### config.mk
export PLATFORM = sky130hd
export DESIGN_NAME = shared_mult_scheduler
export DESIGN_NICKNAME = d
export VERILOG_FILES = /design/src/rtl/mult_sched_pkg.sv /design/src/rtl/shift_add_mult_core.sv /design/src/rtl/shared_mult_scheduler.sv
export SDC_FILE = /design/constraint.sdc
export NUM_CORES = 1
export LEC_CHECK = 0
export ABC_AREA = 1
export ABC_CLOCK_PERIOD_IN_PS = 3100
export CAP_MARGIN = 20
export CORE_ASPECT_RATIO = 1.25
export CORE_MARGIN = 2
export CORE_UTILIZATION = 60
export CTS_CLUSTER_DIAMETER = 120
export DETAILED_ROUTE_END_ITERATION = 10
export DONT_BUFFER_PORTS = 1
export HOLD_SLACK_MARGIN = 0.08
export MAX_ROUTING_LAYER = met4
export PLACE_DENSITY = 0.82
export SKIP_CTS_REPAIR_TIMING = 1
export SLEW_MARGIN = 40
export SYNTH_ARGS = -nofsm -noshare
export SYNTH_HDL_FRONTEND = slang
export SYNTH_HIERARCHICAL = 1
export SYNTH_SLANG_ARGS = --single-unit
### constraint.sdc
create_clock -name clk -period 3.1 [get_ports clk]
set_clock_uncertainty 0.1 [all_clocks]
set_input_delay 0.465 -clock clk [delete_from_list [all_inputs] [get_ports clk]]
set_output_delay 0.465 -clock clk [all_outputs]
set_load 0.1 [all_outputs]
### src/rtl/mult_sched_pkg.sv
// Shared types for the two-port multiplier scheduler: FSM states and requester index.
package mult_sched_pkg;

  typedef enum logic [1:0] {
    IDLE = 2'd0,
    BUSY = 2'd1,
    DONE = 2'd2
  } state_t;

  typedef logic req_idx_t;

  localparam req_idx_t REQ0 = 1'b0;
  localparam req_idx_t REQ1 = 1'b1;

endpackage

### src/rtl/shift_add_mult_core.sv
// Sequential shift-add multiplier: latches operands on start, then adds one
// shifted partial product per cycle for exactly WIDTH cycles.
// done is high during the final step, so the caller can change state on the
// same edge that completes the product.
module shift_add_mult_core #(
  parameter int WIDTH = 4
) (
  input  logic                 clk,
  input  logic                 rst,
  input  logic                 start,
  input  logic [WIDTH-1:0]     a,
  input  logic [WIDTH-1:0]     b,
  output logic [2*WIDTH-1:0]   acc,
  output logic                 done
);

  localparam int CW = $clog2(WIDTH);

  logic [WIDTH-1:0]   a_reg;
  logic [WIDTH-1:0]   b_reg;
  logic [2*WIDTH-1:0] acc_reg;
  logic [CW-1:0]      cnt_reg;
  logic               active_reg;

  // One partial product per multiplier bit; the counter selects which one is added.
  logic [2*WIDTH-1:0] pp [WIDTH];

  generate
    for (genvar gi = 0; gi < WIDTH; gi++) begin : g_pp
      assign pp[gi] = b_reg[gi] ? ({{WIDTH{1'b0}}, a_reg} << gi) : '0;
    end
  endgenerate

  assign done = active_reg && (cnt_reg == CW'(WIDTH - 1));
  assign acc  = acc_reg;

  // Operand capture on start, then one accumulate step per cycle while active.
  always_ff @(posedge clk) begin
    if (rst) begin
      a_reg      <= '0;
      b_reg      <= '0;
      acc_reg    <= '0;
      cnt_reg    <= '0;
      active_reg <= 1'b0;
    end else if (start) begin
      a_reg      <= a;
      b_reg      <= b;
      acc_reg    <= '0;
      cnt_reg    <= '0;
      active_reg <= 1'b1;
    end else if (active_reg) begin
      acc_reg <= acc_reg + pp[cnt_reg];
      cnt_reg <= cnt_reg + 1'b1;
      if (done) begin
        active_reg <= 1'b0;
      end
    end
  end

endmodule

### src/rtl/shared_mult_scheduler.sv
// Two-requester front end for a single shift-add multiplier: round-robin
// arbitration in IDLE, WIDTH-cycle compute in BUSY, result held in DONE
// until the owning requester takes it.
module shared_mult_scheduler
  import mult_sched_pkg::*;
#(
  parameter int WIDTH = 4
) (
  input  logic                 clk,
  input  logic                 rst,
  input  logic                 req_valid0,
  output logic                 req_ready0,
  input  logic [WIDTH-1:0]     req_a0,
  input  logic [WIDTH-1:0]     req_b0,
  input  logic                 req_valid1,
  output logic                 req_ready1,
  input  logic [WIDTH-1:0]     req_a1,
  input  logic [WIDTH-1:0]     req_b1,
  output logic                 resp_valid0,
  input  logic                 resp_ready0,
  output logic [2*WIDTH-1:0]   resp_data0,
  output logic                 resp_valid1,
  input  logic                 resp_ready1,
  output logic [2*WIDTH-1:0]   resp_data1
);

  state_t   state_reg;
  req_idx_t owner_reg;
  req_idx_t last_grant_reg;
  logic     resp_valid0_reg;
  logic     resp_valid1_reg;

  logic               idle;
  logic               fire0;
  logic               fire1;
  logic               start;
  logic               owner_take;
  logic [WIDTH-1:0]   start_a;
  logic [WIDTH-1:0]   start_b;
  logic [2*WIDTH-1:0] core_acc;
  logic               core_done;

  // Readiness looks only at the other requester's valid, so the two grants
  // are mutually exclusive whenever both are valid.
  assign idle       = (state_reg == IDLE);
  assign req_ready0 = idle && (!req_valid1 || (last_grant_reg == REQ1));
  assign req_ready1 = idle && (!req_valid0 || (last_grant_reg == REQ0));
  assign fire0      = req_valid0 && req_ready0;
  assign fire1      = req_valid1 && req_ready1;
  assign start      = fire0 || fire1;
  assign start_a    = fire1 ? req_a1 : req_a0;
  assign start_b    = fire1 ? req_b1 : req_b0;

  // Only the owner's resp_ready can release the held result.
  assign owner_take = (owner_reg == REQ1) ? resp_ready1 : resp_ready0;

  assign resp_valid0 = resp_valid0_reg;
  assign resp_valid1 = resp_valid1_reg;
  assign resp_data0  = resp_valid0_reg ? core_acc : '0;
  assign resp_data1  = resp_valid1_reg ? core_acc : '0;

  shift_add_mult_core #(
    .WIDTH (WIDTH)
  ) u_core (
    .clk   (clk),
    .rst   (rst),
    .start (start),
    .a     (start_a),
    .b     (start_b),
    .acc   (core_acc),
    .done  (core_done)
  );

  // Arbitration/compute/response FSM with registered response-valid flags.
  always_ff @(posedge clk) begin
    if (rst) begin
      state_reg       <= IDLE;
      owner_reg       <= REQ0;
      last_grant_reg  <= REQ1;
      resp_valid0_reg <= 1'b0;
      resp_valid1_reg <= 1'b0;
    end else begin
      case (state_reg)
        IDLE: begin
          if (start) begin
            owner_reg      <= fire1 ? REQ1 : REQ0;
            last_grant_reg <= fire1 ? REQ1 : REQ0;
            state_reg      <= BUSY;
          end
        end
        BUSY: begin
          if (core_done) begin
            state_reg       <= DONE;
            resp_valid0_reg <= (owner_reg == REQ0);
            resp_valid1_reg <= (owner_reg == REQ1);
          end
        end
        DONE: begin
          if (owner_take) begin
            state_reg       <= IDLE;
            resp_valid0_reg <= 1'b0;
            resp_valid1_reg <= 1'b0;
          end
        end
        default: begin
          state_reg       <= IDLE;
          resp_valid0_reg <= 1'b0;
          resp_valid1_reg <= 1'b0;
        end
      endcase
    end
  end

endmodule

; ---- Word-level counts from Yosys, hierarchy flattened
; Cells that the tools add are included.
[classes]
bitwise_logic = 4
n_mux = 25
n_addsub = 2
n_eq_ne = 6
magnitude_cmp = 1
reduce_logical = 15
[ops]
columns = cell, count
row1 = two-way mux 8 bit, 4
row2 = binary-select mux 8 bit (select 2 bit), 1
row3 = two-way mux 4 bit, 3
row4 = adder 8 bit, 1
row5 = two-way mux 1 bit, 8
row6 = two-way mux 7 bit, 1
row7 = two-way mux 2 bit, 3
row8 = two-way mux 6 bit, 1
row9 = case mux 1 bit (3 select lines), 2
row10 = case mux 2 bit (3 select lines), 1
row11 = AND reduction 3 bit, 2
row12 = logical AND 1 bit, 5
row13 = two-way mux 5 bit, 1
row14 = equality test 2 bit (second input constant), 2
row15 = != test 2 bit (second input constant), 2
row16 = greater-or-equal comparator 3 bit (second input constant), 1
row17 = logical OR 1 bit, 3
row18 = inverter 1 bit, 3
row19 = inverter 2 -> 3 bit, 1
row20 = adder 2 x 1 -> 2 bit (second input constant), 1
row21 = equality test 2 x 1 -> 1 bit (second input constant), 1
row22 = zero test 1 bit, 2
row23 = zero test 2 bit, 1
row24 = != test 2 x 1 -> 1 bit (second input constant), 1
row25 = 2 further kinds, 2
[word_totals]
ff_bits = 25
input_bits = 22
elab_cells = 63
out_inout_bits = 20

; ---- Depth between registers and ports, before layout
[logic_depth]
ltp_word = 7
ltp_mapped = 14
mapped_depth_nobuf = 13

; ---- Modules after synthesis
; The synthesis kept the hierarchy.
[by_module_without_submodules]
columns = mod, seq_area_each_um2, area_per_inst_um2, cells_per_inst, instances
row1 = shift_add_mult_core, 380.4, 1218.7, 184, 1
row2 = shared_mult_scheduler, 120.1, 559.3, 101, 1

; ---- Least setup slack after synthesis
; No wires, ideal clock.
[synth_path]
path_kind = register to output
start = register resp_valid0_reg, in the netlist resp_valid0
end = output resp_data0[1]
stages_incl_launch_ff = 4
required_time_ps = 2535
slack_ps = 683
path_buffers = 1
arrival_ps = 1852
cell_sequence = dfxtp_1 > buf_4 > nand2_1 > inv_1
[synth_via]
elab_chain_cells = 1
[synth_lines]
columns = item, line
row1 = from (decl), shared_mult_scheduler.sv:30  ; logic resp_valid0_reg;
row2 = from (signal assigned), shared_mult_scheduler.sv:94  ; resp_valid0_reg <= (owner_reg == REQ0);
row3 = two-way mux 8 bit, shared_mult_scheduler.sv:59  ; assign resp_data0 = resp_valid0_reg ? core_acc : '0;
row4 = to (decl), shared_mult_scheduler.sv:21  ; output logic [2*WIDTH-1:0] resp_data0,
; No other way between the ends.

; ---- Worst setup path in the final report
[layout_path]
start = register u_core.cnt_reg[0]
end = register u_core.acc_reg[6], in the netlist u_core/acc[6]
[layout_via]
elab_chain_cells = 5
[layout_lines]
columns = item, line
row1 = from (decl), shift_add_mult_core.sv:22  ; logic [CW-1:0] cnt_reg;
row2 = from (signal assigned), shift_add_mult_core.sv:53  ; cnt_reg <= cnt_reg + 1'b1;
row3 = inverter 2 -> 3 bit (implied by the code), shift_add_mult_core.sv:52  ; acc_reg <= acc_reg + pp[cnt_reg];
row4 = binary-select mux 8 bit (select 2 bit), shift_add_mult_core.sv:52
row5 = two-way mux 8 bit (implied by the code) (2 in a row), shift_add_mult_core.sv:52
row6 = adder 8 bit, shift_add_mult_core.sv:52
row7 = to (signal assigned), shift_add_mult_core.sv:52
row8 = to (decl), shift_add_mult_core.sv:21  ; logic [2*WIDTH-1:0] acc_reg;
; No other way between the ends. The select of a mux whose other input is x is not followed.
; A chain may end at the register's enable or synchronous reset.

==> flow_summary_export.csv <==
group,metric,value,unit
floorplanning,io-pin-count,42,
global_routing,grtUsageTotal,0.222,
drt,drtPass1Iterations,4,
global_routing,first_global_vias,1370,
critical_path,type_of_origin_of_the_critical_path,"flip-flop",
critical_path,worst_ep_required_time,3.23,ns
worst_hold_path,holdPathStages,1,
synthesis,syn-num-nets,316,
power_and_ir_drop,vdd_ir_drop_max,0.000253,V
floorplanning,die_height,64.9,µm
sta,actual_transition_at_the_worst_max_transition_pin,0.526,ns
synthesis,synth_top_cell_area_share,0.281,
global_routing,overflow,0,
synthesis,synth_enable_flop_cells,0,
drt,detailroute.via_count,1694,
drt,antenna_violating_nets_remaining,0,
synthesis,synth.cell_area,1780,µm²
synthesis,synth_area_per_cell,6.24,µm²
synthesis,async_flop_share,0,
final_layout,nNetsFinal,332,
outcome,run_status,"finished, final reports clean",
final_layout,syn_to_final_growth,9.08,%
critical_path,crit-reg2reg-launch,"u_core/cnt_reg[0]",
drt,routed_wirelength,3460,µm
placement,dp_hpwl,2690,µm
critical_path,r2r_cells,11,
power_and_ir_drop,power_density,345,nW/µm²
critical_path,register_to_register_setup_slack,0.95,ns
flow_run,maxCapViolCount,0,
power_and_ir_drop,seq_power_share,0.551,
drt,detail_route.wl_per_cell,10.3,µm
floorplanning,fp-row-count,22,
drt,drc_errors,0,
final_layout,post_route_insts_no_fill,336,
clock_network,cts_buffer_count,3,
worst_hold_path,hold_start,"rst",
power_and_ir_drop,net-switching-power,0.000228,W
synthesis,synth.ff_latch_count,25,
sta,min_period_over_period,0.694,
clock_network,cts.clk_slew.worst_paths,0.14,ns
final_layout,largest_reg_flops,8,
power_and_ir_drop,power_switching_share,0.341,
placement,routabilityCongestion,0.821,
worst_hold_path,hold_path_end,"state_reg[1]",
power_and_ir_drop,power.static_leakage,1.06,nW
clock_network,tritoncts,"done",
sta,layout_min_cycle_time,2.15,ns
floorplanning,chipWidth,52.7,µm
floorplanning,die_area,3420,µm²
global_routing,grt_max_degree,17,
power_and_ir_drop,comb_power_share,0.231,
clock_network,htreeDepth,1,
synthesis,synth_largest_area_cell,"dfxtp_1",
critical_path,path_max_fanout,10,
final_layout,fillerInstances,281,
synthesis,yosys.cell_types.count,32,
synthesis,synth.yosys.seq_area_share,0.281,
sta,relSlewSlack,0.649,
clock_network,clock_sink_count,25,
power_and_ir_drop,power.share.clock,0.218,
clock_network,clock_tree.buffer_depth,2,
sta,finalSetupTns,0,ns
synthesis,synth_area_leaders,"dfxtp_1, nand2_1, inv_1",
clock_network,clock-root-buffer,"clkbuf_4",
drt,vias_per_cell,5.04,
placement,post-place-cells,331,
clock_network,clock_insertion_delay_worst_skew,0.31,ns
critical_path,timing_worst_setup_path_type,"flip-flop to flip-flop",
floorplanning,core_region_area,2890,µm²
worst_hold_path,min-delay-path-class,"input pin to flip-flop",
sta,final-hold-violation-count,0,
critical_path,worst-endpoint-arrival,2.28,ns
synthesis,synth_ff_type,"dfxtp_1",
synthesis,postSynthCellCount,285,
placement,portBuffers,0,
drt,first_iter_violations,49,
sta,clock.fmax,465,MHz
critical_path,crit_path_end_kind,"flip-flop",
global_routing,antenna_found_initial,0,
power_and_ir_drop,cell_internal_pwr,0.000441,W
final_layout,num_antenna_cells,0,
global_routing,grt_pass1_wl,5700,µm
sta,total_of_endpoints_with_negative_setup_slack_in_the_final_report,0,
synthesis,yosysWarningCount,6,
sta,unrepaired_setup_endpoints_after_global_routing,"false",
critical_path,critical_path.reg2reg.endpoint,"u_core/acc[6]",
floorplanning,start_util,0.615,
sta,slew_viol_final,0,
final_layout,layout-drive-gt1-share,0.140,
[per-stage QoR]
stage | total power, W | hold WS (ns) | util | area (µm²) | setup WS [ns]
finish | 0.000669 | 0.101 | 0.671 | 1940 | 0.949
global placement | 0.000521 | 0.343 | 0.658 | 1900 | 1.09
CTS | 0.000673 | 0.0811 | 0.668 | 1930 | 0.983
floorplan | 0.000510 | 0.349 | - | 1780 | 0.683
detailed placement | 0.000527 | 0.347 | 0.658 | 1900 | 1.04
global route | 0.000715 | 0.0818 | 0.671 | 1940 | 0.775
[cells in the final DEF, fill, tap and decap left out, drive strengths merged]
| master | Yosys | layout |
|---|---|---|
| nand2 | 101 | 101 |
| inv | 54 | 54 |
| a21oi | 27 | 27 |
| dfxtp | 25 | 25 |
| nor2 | 23 | 23 |
| nand3 | 21 | 21 |
| buf | 7 | 18 |
| ha | 8 | 8 |
| o21ai | 5 | 5 |
| clkbuf | 1 | 4 |
| o22ai | 2 | 2 |
| nand3b | 2 | 2 |
| o21a | 2 | 2 |
| a211oi | 2 | 2 |
| dlygate4sd3 | 0 | 1 |
| a32oi | 1 | 1 |
| nand4 | 1 | 1 |
| o211ai | 1 | 1 |
| xnor2 | 1 | 1 |
| fa | 1 | 1 |
[cell usage after synthesis (3+ instances only)]
| cell | instances |
|---|---|
| a21oi_1 | 26 |
| buf_4 | 4 |
| dfxtp_1 | 25 |
| ha_1 | 8 |
| inv_1 | 48 |
| inv_2 | 5 |
| nand2_1 | 96 |
| nand2_2 | 3 |
| nand3_1 | 19 |
| nor2_1 | 19 |
| o21ai_0 | 4 |
[cell families after synthesis]
group	Yosys count	synth area share
and+or+nand+nor	148	0.367
AOI/OAI and AO/OA	40	0.130
buffers and inverters	62	0.148
xor gates and xnor gates	1	0.00493
adders and majority gates	9	0.0676
DFF	25	0.281
[power by group through the flow]
stage	Clock (W)	Sequential, W	Combinational, W
3_3_place_gp	0	0.000374	0.000147
5_1_grt	0.000167	0.000373	0.000175
6_report	0.000146	0.000369	0.000155
3_5_place_dp	0	0.000376	0.000152
4_1_cts	0.000152	0.000369	0.000152
2_1_floorplan	0	0.000363	0.000147
[critical path, cell delays in order (launching register included)]
cell and delay, ns:
dfxtp_1 0.56, nor2_2 0.12, a32oi_1 0.21, o22ai_1 0.11, ha_1 0.37, nand2_1 0.09, nor2_1 0.11, nand2_1 0.10
nand4_1 0.09, nand3_1 0.08, nand2_1 0.08, inv_1 0.03
[metal layers]
layer,GRT usage,up-vias,share of wire
li1,-,914,-
met1,0.258,742,0.44
met2,0.391,36,0.52
met3,0.0276,2,0.031
met4,0.0641,0,0.0084
met5,-,-,0
[how the worst max path moves through the flow]
stage	from	endpoint	cells after the start
finish	u_core/cnt_reg[0]	u_core/acc[6]	11
floorplan	resp_valid0	resp_data0[1]	3
detailed placement	u_core/cnt_reg[0]	u_core/acc[4]	10
global placement	u_core/cnt_reg[0]	u_core/acc[4]	10
CTS	u_core/cnt_reg[0]	u_core/acc[4]	10
global route	u_core/cnt_reg[0]	u_core/acc[4]	10
[layout make-up]
class	count	area, µm²	area share
Multi-Input combinational cell	198	1010	0.523
Sequential cell	25	500	0.258
Inverter	54	208	0.107
Timing Repair Buffer	19	145	0.0748
Tap cell	36	45.0	0.0232
Clock buffer	4	26.3	0.0135
Power figures use the tool's default switching activity.
